File: src/rtl/booth_mult_top.sv
// Sequential signed radix-4 Booth multiplier: operands latch during reset, then the product
// is accumulated over INPUT_WIDTH/2 add/shift iterations while the step counter runs to DONE.
module booth_mult_top #(
  parameter int unsigned INPUT_WIDTH  = 6,
  parameter int unsigned OUTPUT_WIDTH = 12,
  parameter int unsigned COUNTER_SIZE = 3
) (
  input  logic                    clk_in,
  input  logic                    rst_in,
  input  logic [INPUT_WIDTH-1:0]  multiplicand_in,
  input  logic [INPUT_WIDTH-1:0]  multiplier_in,
  output logic [OUTPUT_WIDTH-1:0] product_top,
  output logic [COUNTER_SIZE-1:0] counter_top
);

  localparam int unsigned Half = INPUT_WIDTH / 2;
  localparam logic [COUNTER_SIZE-1:0] Done = COUNTER_SIZE'(Half + 1);
  localparam int unsigned ShiftW = COUNTER_SIZE + 1;

  typedef enum logic [1:0] {StLoad, StIter, StHold} phase_e;

  logic [INPUT_WIDTH-1:0]  m_q, q_q;
  logic [OUTPUT_WIDTH-1:0] product_q, product_d;
  logic [COUNTER_SIZE-1:0] counter_q, counter_d;

  phase_e                  phase;
  logic [COUNTER_SIZE-1:0] iter;
  logic [ShiftW-1:0]       shamt;
  logic [INPUT_WIDTH:0]    booth_vec, booth_shift;
  logic [2:0]              triplet;
  logic [OUTPUT_WIDTH-1:0] m_ext, pp, pp_shift;

  // The counter itself is the state; the phase is just a decode of it.
  always_comb begin
    if (counter_q == '0) begin
      phase = StLoad;
    end else if (counter_q >= Done) begin
      phase = StHold;
    end else begin
      phase = StIter;
    end
  end

  always_comb begin
    iter        = counter_q - COUNTER_SIZE'(1);
    shamt       = {iter, 1'b0};
    // Appending the implicit Q[-1]=0 lets every triplet be a plain 3-bit window.
    booth_vec   = {q_q, 1'b0};
    booth_shift = booth_vec >> shamt;
    triplet     = booth_shift[2:0];
    m_ext       = {{(OUTPUT_WIDTH - INPUT_WIDTH){m_q[INPUT_WIDTH-1]}}, m_q};

    pp = '0;
    unique case (triplet)
      3'b000, 3'b111: pp = '0;
      3'b001, 3'b010: pp = m_ext;
      3'b011:         pp = m_ext << 1;
      3'b100:         pp = '0 - (m_ext << 1);
      3'b101, 3'b110: pp = '0 - m_ext;
    endcase
    pp_shift = pp << shamt;
  end

  always_comb begin
    counter_d = counter_q;
    product_d = product_q;
    unique case (phase)
      StLoad: counter_d = COUNTER_SIZE'(1);
      StIter: begin
        counter_d = counter_q + COUNTER_SIZE'(1);
        product_d = product_q + pp_shift;
      end
      StHold: begin
        counter_d = counter_q;
        product_d = product_q;
      end
      default: begin
        counter_d = counter_q;
        product_d = product_q;
      end
    endcase
  end

  always_ff @(posedge clk_in) begin
    if (!rst_in) begin
      product_q <= '0;
      counter_q <= '0;
      m_q       <= multiplicand_in;
      q_q       <= multiplier_in;
    end else begin
      product_q <= product_d;
      counter_q <= counter_d;
    end
  end

  assign product_top = product_q;
  assign counter_top = counter_q;

endmodule

File: config.mk
export PLATFORM = sky130hd
export DESIGN_NAME = booth_mult_top
export DESIGN_NICKNAME = d
export VERILOG_FILES = /design/src/rtl/booth_mult_top.sv
export SDC_FILE = /design/constraint.sdc
export NUM_CORES = 1
export LEC_CHECK = 0
export BUFFER_PORTS_ARGS = -buffer_cell sky130_fd_sc_hd__buf_2
export CAP_MARGIN = 20
export CORE_UTILIZATION = 45
export DETAILED_ROUTE_END_ITERATION = 6
export SYNTH_ARGS = -nofsm -noshare
export SYNTH_HDL_FRONTEND = slang
export SYNTH_SLANG_ARGS = --single-unit
export TNS_END_PERCENT = 20
File: constraint.sdc
create_clock -name clk_in -period 8.8 [get_ports clk_in]
set_input_delay 1.76 -clock clk_in [delete_from_list [all_inputs] [get_ports clk_in]]
set_output_delay 1.76 -clock clk_in [all_outputs]
set_load 0.03 [all_outputs]
Word-level counts from Yosys, hierarchy flattened. Cells that the tools add are included.

Add/subtract/negate cells: 5. Mux-type cells: 4. Shift operators: 2. Reductions and logical operators: 7. Equal/unequal tests: 8. $lt $le $gt $ge: 1.

Operator list (count): 12-bit one-hot mux with 5 select lines (1); 12-bit adder (1); 3-bit == test (second input constant) (4); 12-bit by 4-bit left shift with 12-bit output (1); 1-bit by 7-bit subtractor with 8-bit output (first input constant) (1); 7-bit by 4-bit right shift with 3-bit output (1); 1-bit by 6-bit subtractor with 7-bit output (first input constant) (1); 3-bit by 2-bit == test with 1-bit output (second input constant) (2); 3-bit zero test (2); 3-bit one-hot mux with 2 select lines (1); 2-bit OR reduction (3); 2-bit 2-to-1 mux (2); 3-bit by 1-bit adder with 3-bit output (second input constant) (1); 3-bit by 1-bit == test with 1-bit output (second input constant) (1); 3-bit greater-or-equal comparator (second input constant) (1); 3-bit by 1-bit subtractor with 3-bit output (second input constant) (1); 2-bit by 1-bit == test with 1-bit output (second input constant) (1); 2-bit zero test (1); 2-bit nonzero test (1).

Flip-flop bits (word level): 27. Logic and storage cells: 31. Output and inout port bits: 15. Input bits: 14.

Longest topological paths before layout. Gate-level depths: netlist (run 1).

Word-level depth: 7. Mapped depth: 19.

Worst setup path before layout (run 1). No wires, ideal clock.

Path type: register -> register. Start: register counter_q[0] (netlist: counter_top[0]). End: register product_q[11] (netlist: product_top[11]). Cell stages (with the launch flop): 18. Library setup time: 0.070 ns. Setup slack: 4.397 ns. Data required time: 8.730 ns. Clock period less this slack: 4.403 ns. Arrival time: 4.334 ns. Cells stage by stage: dfxtp_1 -> clkbuf_8 -> clkinv_1 -> ha_1 -> buf_6 -> nor4bb_1 -> or3_1 -> and2_1 -> a221o_1 -> o31ai_2 -> o221ai_1 -> ha_1 -> a21o_1 -> a21oi_1 -> o211a_1 -> nor4_1 -> or4_1 -> a21oi_1.

Cells in the longest elaborated chain, start to end: 7.

RTL lines: from (decl) (line 24) `logic [COUNTER_SIZE-1:0] counter_q, counter_d;`; from (signal assigned) (line 92) `counter_q <= counter_d;`; 3-bit by 1-bit subtractor with 3-bit output (line 45) `iter = counter_q - COUNTER_SIZE'(1);`; 7-bit by 4-bit right shift with 3-bit output (line 49) `booth_shift = booth_vec >> shamt;`; 3-bit == test, or another cell as far along (line 54) `unique case (triplet)`; 2-bit OR reduction (line 54); 12-bit one-hot mux with 5 select lines (line 54); 12-bit by 4-bit left shift with 12-bit output (line 61) `pp_shift = pp << shamt;`; 12-bit adder (line 71) `product_d = product_q + pp_shift;`; to (signal assigned) (line 91) `product_q <= product_d;`; to (decl) (line 23) `logic [OUTPUT_WIDTH-1:0] product_q, product_d;`.

Parallel ways exist; a longest one is shown, timed or not. A chain may end at the register's enable or synchronous reset.

Worst setup path in the final report (run 1). Same ends and word-level chain as after synthesis.

==> key figures, run 1 <==
Floorplanning
  – Die height: 74.5 um
  – IO Count: 29
  – Initial Util: 46.6%
  – Die ar.: 5550 um2
  – Die W: 74.5 um
  – # rows: 26
  – Core area: 5070 um2

Place
  – GPL Wtd Cong: 0.951
  – Setup slack at placement: 4010 ps
  – Post-DP HPWL: 3.91 mm
  – IO Port Bufs: 28

Global routing
  – Largest net degree at the start of global routing: 31
  – First-pass GRT wire length: 8.59 mm
  – Global route total overflow: 0
  – Initial antenna violation count: 0
  – Aggregate global-route resource usage: 20.2%
  – Vias in the first global route: 1,695

Power and ir drop
  – Leakage power: 1.03 nW
  – Pwr dens: 337 nW/um2
  – VDD IR-drop max: 0.145 mV
  – Power, Total: 0.853 mW

Synthesis
  – Dominant cell type by area after synthesis: edfxtp_1
  – Mean Syn Cell Area: 8.90 um2
  – Synth cell count leaders: nor2_1, nor3_1, ha_1
  – Register area share after synthesis: 27.9%
  – Largest family of logic cells by synthesized area: compound AO/OA/AOI/OAI gates
  – Main synth FF type: dfxtp_1
  – Synth Area in Simple Gates: 20.5%
  – Number of flops mapped to enable cells by yosys: 12
  – Yosys reg bits: 27
  – Post-synth top area share: 15.2%
  – Net count after synthesis: 297
  – Post-synthesis compound-gate area fraction: 25.4%
  – Post-Synth Adder-Cell Area: 9.30%
  – Cell variety after synth: 67
  – Mux share of post-synthesis cell area: 5.76%
  – Synthesized area: 2370 um2
  – Cells after synthesis: 266
  – Xor-xnor portion of the synthesized cell area: 3.70%
  – Area contributors post-synth: edfxtp_1, dfxtp_1, ha_1
  – Post-synth ARST share: 0%
  – Yosys warns: 0
  – Most common cell in the netlist: nor2_1

Cells and area
  – Nets: 318
  – Filler Cells Inserted: 511
  – Share of cells above drive strength 1: 17.5%
  – Final core occ: 49.8%
  – Area of the multi-input gates: 1530 um2
  – Storage cell area: 661 um2
  – Area growth from synthesis to layout: 6.82%
  – ANT cells: 0

Timing
  – Max_slew headroom: 57.9%
  – Clock Skews: 2.86 ps
  – Final setup fails: 0
  – Setup TNS: 0 ps
  – Pins Over Slew Limit: 0
  – Unrepaired setup endpoints after global routing: false
  – Final min period: 4860 ps
  – Setup WS post-layout: 3940 ps
  – Final worst-path cycle share: 55.2%
  – Final Hold Violating Endpoints: 0
  – Tightest Pin Transition: 632 ps
  – Max Fclk: 0.206 GHz

Critical path
  – Worst-path cell chain: clkinv_1 -> ha_1 -> and4bb_2 -> nor3_1 -> nor2_1 -> a221o_1 -> o31ai_2 -> o22ai_1 -> ha_1 -> o21a_1 -> o2111ai_1 -> o211a_1 -> o22a_1 -> or4_1 -> a21oi_1
  – Reg-to-Reg Start: counter_top[0]
  – Crit-path leading delay family: compound AO/OA/AOI/OAI gates
  – Data required, critical path: 9010 ps
  – CP Data Arrival Time: 5060 ps
  – Endpoint type of the worst setup path: flop
  – Crit Path Category: flop to flop
  – Crit path largest cell delay: 790 ps
  – Critical path buffer and inverter count: 1
  – Critical path startpoint: counter_top[0]
  – CP dominant cell by count: ha_1
  – Worst Path Max Fanout: 22
  – Startpoint Class: flop
  – Slowest CP cell: ha_1

CTS
  – Setup Fix Bufs, Post-CTS: 0
  – Clock transition at path regs: 100 ps
  – Clk Latency, worst-skew pair: 270 ps
  – Longest Clk Path Bufs: 2
  – Post-CTS sizing: 0
  – CTS root buffer: clkbuf_8
  – Clk sinks: 27
  – CTS tree: done
  – CTS Buf Count: 3
  – # hold bufs at CTS: 0
  – H-tree levels: 1

Routing
  – Iteration-0 DRC Markers: 233
  – Routed WL per cell: 15.0 um
  – Final wirelength: 5.32 mm
  – Pre-Repair DR Iteration Count: 4
  – DR DRC count: 0
  – DR vias: 2,084
  – Routed vias/inst: 5.85
  – Post-DRT Antenna Nets: 0

Min path
  – Hold path start: product_top[6]
  – Worst hold path class: flop to flop

Flow run
  – Max-cap violations: 0

Status
  – Status: finished, final reports clean
-- worst paths after layout --
path                           to  slack [ps]  cells past startpoint
setup / recovery  product_top[11]        3940                     15
hold / removal     product_top[6]         500                      2
setup reg to reg  product_top[11]        3940                     15
hold reg to reg    product_top[6]         500                      2
-- cell families (layout without fill, tap and decap cells) --
| group | count (synthesis) | count (layout) |
|---|---|---|
| AOI/OAI and AO/OA | 81 | 81 |
| xor gates and xnor gates | 10 | 10 |
| adders and majority gates | 17 | 17 |
| buffers and inverters | 27 | 47 |
| DFF | 27 | 27 |
| muxes | 12 | 12 |
| and+or+nand+nor | 92 | 92 |
-- metrics by stage --
stage,cells,cell area [um2],hold WS (ps)
final,356,2530,500
after CTS,356,2530,504
after global routing,356,2530,515
after global placement,352,2480,485
after detailed placement,352,2480,488
after floorplan,266,2370,604
-- area by class of cell --
| class | instances | share of cell area, % |
|---|---|---|
| clock buffers | 4 | 1.78 |
| inverters | 13 | 1.93 |
| multi-input cells | 212 | 60.6 |
| flip-flops and latches | 27 | 26.1 |
| well taps | 70 | 3.46 |
| repair buffers | 30 | 6.14 |
-- worst reg2reg max path: cells and delay by family (launching register included) --
family	cells	cell delay, ps
buf+inv	1	230
fa+ha+maj	2	1140
flops	1	350
simple gates	4	1290
compound gates	8	1770
-- cell usage in the layout (no fill, tap or decap), types with 3 or more instances in the layout --
cell	Yosys	layout
xnor2_1	3	3
edfxtp_1	12	12
a211oi_1	8	8
o211ai_1	3	3
o221ai_1	4	4
clkbuf_8	5	3
o31ai_1	3	3
o21a_1	4	4
a21o_1	6	6
or3_1	5	5
o21ai_0	10	10
nand2_1	15	15
buf_2	0	28
nor2b_1	4	4
inv_1	10	10
dfxtp_1	15	15
ha_1	16	16
mux2_2	3	3
a211o_1	3	3
a21oi_1	13	13
mux2i_1	8	8
nand3_1	6	6
nor3_1	17	17
xor2_1	7	7
nor2_1	24	24
-- flip-flops by register name (all words and copies together) (netlist names) --
name         count
counter_top      3
product_top     12
m_q              6
q_q              6
-- where the power goes --
group | switching, mW | internal [mW]
logic | 0.362 | 0.234
clock network | 0.0416 | 0.0325
registers | 0.0249 | 0.158
-- routing by layer --
metal	global-route usage, %	vias to the layer above	share of wire [%]
met4	3.35	0	0.69
met2	29.5	53	42
met3	2.71	4	5.2
li1	-	1057	-
met1	31.7	970	52
met5	0	-	0
Power figures use the tool's default switching activity.
==> inputs of run 2 (changes only) <==
- PLACE_DENSITY: unset -> 0.67
- clock period: 8.8 -> 4 ns (I/O delays scaled with it)
==> run 2 against run 1 <==
Sequential power up 120%. Critical path depth up 1. Combinational power increased to 2.7 times the previous value. First-iteration DRC count fell by 39%. Largest power group unchanged.
==> key figures, run 2 (synthesized netlist as in run 1, its figures left out) <==
Floorplanning
  – Die W: 74.5 um (unchanged)
  – IO Count: 29 (unchanged)
  – Die height: 74.5 um (unchanged)
  – Initial Util: 46.6% (unchanged)
  – Core area: 5070 um2 (unchanged)
  – # rows: 26 (unchanged)
  – Die ar.: 5550 um2 (unchanged)

Place
  – GPL Wtd Cong: 0.886 (-6.8%)
  – Post-DP HPWL: 4.06 mm (+3.9%)
  – Area after DPL: 2560 um2 (+3.3%)
  – IO Port Bufs: 28 (unchanged)

Power and ir drop
  – Pwr dens: 785 nW/um2 (+130%)
  – Leakage power: 1.14 nW (+11%)
  – VDD IR-drop max: 0.369 mV (+150%)

Global routing
  – Vias in the first global route: 2,015 (+19%)
  – Aggregate global-route resource usage: 22.3% (+2.2 points)
  – Global route total overflow: 0 (unchanged)
  – Initial antenna violation count: 0 (unchanged)
  – First-pass GRT wire length: 9.52 mm (+11%)
  – Largest net degree at the start of global routing: 31 (unchanged)

Timing
  – Pins Over Slew Limit: 0 (unchanged)
  – Final worst-path cycle share: 98.9% (+44 points)
  – Tightest Pin Transition: 562 ps (-70.7 ps)
  – Max_slew headroom: 62.5% (+4.7 points)
  – Clock Skews: 5.11 ps (+2.25 ps)
  – Max Fclk: 0.253 GHz (+23%)
  – Worst hold margin: 495 ps (-5.08 ps)
  – Final setup fails: 0 (unchanged)
  – Unrepaired setup endpoints after global routing: true
  – Final Hold Violating Endpoints: 0 (unchanged)
  – Final min period: 3950 ps (-901 ps)

Critical path
  – Reg2Reg Depth: 16 (+1)
  – Data required, critical path: 4210 ps (-4800 ps)
  – Endpoint type of the worst setup path: flop
  – Startpoint Class: flop
  – CP Data Arrival Time: 4170 ps (-890 ps)
  – Crit Path Category: flop to flop
  – Worst Path Max Fanout: 6 (-73%)

Routing
  – Routed WL per cell: 15.7 um (+4.8%)
  – Iteration-0 DRC Markers: 143 (-39%)
  – DR vias: 2,200 (+5.6%)
  – DR DRC count: 0 (unchanged)
  – Final wirelength: 5.83 mm (+9.5%)
  – Pre-Repair DR Iteration Count: 4 (unchanged)
  – Routed vias/inst: 5.91 (+1.0%)
  – Post-DRT Antenna Nets: 0 (unchanged)

Min path
  – Worst hold path class: flop to flop
  – Hold Path Depth: 2 (unchanged)

CTS
  – Clock transition at path regs: 90 ps (about the same)
  – Longest Clk Path Bufs: 2 (unchanged)
  – Clk sinks: 27 (unchanged)
  – CTS root buffer: clkbuf_8
  – Clk Latency, worst-skew pair: 280 ps (about the same)
  – H-tree levels: 1 (unchanged)
  – # hold bufs at CTS: 0 (unchanged)
  – CTS Buf Count: 3 (unchanged)
  – CTS tree: done

Cells and area
  – Nets: 334 (+5.0%)
  – Share of cells above drive strength 1: 28.8% (+11 points)
  – Filler Cells Inserted: 493 (-3.5%)
  – Commonest non-fill, non-tap cell in the layout: buf_2
  – Final instance area: 2800 um2 (+11%)
  – Commonest cells after routing, fill and taps aside: buf_2, nor2_1, nor3_1
  – ANT cells: 0 (unchanged)
  – Area growth from synthesis to layout: 18.3%
  – Max FFs per register: 12 (unchanged)

Status
  – Status: finished, final reports clean

Flow run
  – Max-cap violations: 0 (unchanged)
-- run 2: cell types whose count changed in the layout (fill, tap and decap cells not counted), sizes merged --
cell,delta
clkbuf,-1
clkinv,+1
buf,+16
-- run 2: layer usage --
layer | up-vias | track usage [%] | wire length (um)
li1 | 1088 | - | -
met1 | 1033 | 31.9 | 2760
met2 | 67 | 33.7 | 2680
met3 | 12 | 3.52 | 276
met4 | 0 | 8.81 | 118
met5 | - | 0 | 0
-- run 2: report_power, final --
part,switching [mW],internal (mW),leakage (nW)
Clock,0.0940,0.0702,0.0255
Sequential,0.0604,0.350,0.241
Combinational,0.904,0.721,0.876
Total,1.06,1.14,1.14
-- run 2: cell type report --
type | count | area (um2) | area share, %
Multi-Input combinational cell | 212 | 1650 | 59.0
Sequential cell | 27 | 666 | 23.8
Timing Repair Buffer | 46 | 295 | 10.5
Tap cell | 70 | 87.6 | 3.13
Inverter | 13 | 53.8 | 1.92
Clock buffer | 3 | 41.3 | 1.47
Clock inverter | 1 | 5.00 | 0.179
-- run 2: worst paths after layout --
| path | slack [ps] | startpoint | to |
|---|---|---|---|
| max | 50 | counter_top[0] | product_top[11] |
| min | 500 | product_top[6] | product_top[6] |
| max reg2reg | 50 | counter_top[0] | product_top[11] |
| min reg2reg | 500 | product_top[6] | product_top[6] |
-- run 2: repair_timing --
item	4_1_cts	5_1_grt
endpoints found under the setup margin	1	3
pin swaps	8	4
setup buffers	7	1
gates cloned	0	0
resized for setup	8	18
-- run 2: stage by stage --
stage	cells	power (mW)	utilization [%]	TNS, ps	setup WS (ps)
after CTS	371	2.08	53.4	0	11.7
after detailed placement	360	1.80	50.5	-71.1	-71.1
final	372	2.20	55.2	0	45.2
after floorplan	266	1.52	-	0	15.9
after global routing	372	2.38	55.2	-75.1	-72.6
after global placement	360	1.79	50.5	-61.1	-61.1
-- run 2: critical path: stages (launching register included) --
cell       delay [ps]
dfxtp_4           370
clkinv_4           50
ha_4              220
buf_6             130
nor4bb_4          150
or3_1             350
and2_4            180
a221o_1           340
o31ai_2           300
o22ai_1           140
ha_1              330
o21a_1            170
o2111ai_2         130
o211a_1           270
o22a_1            200
or4_4             420
a21oi_2           130
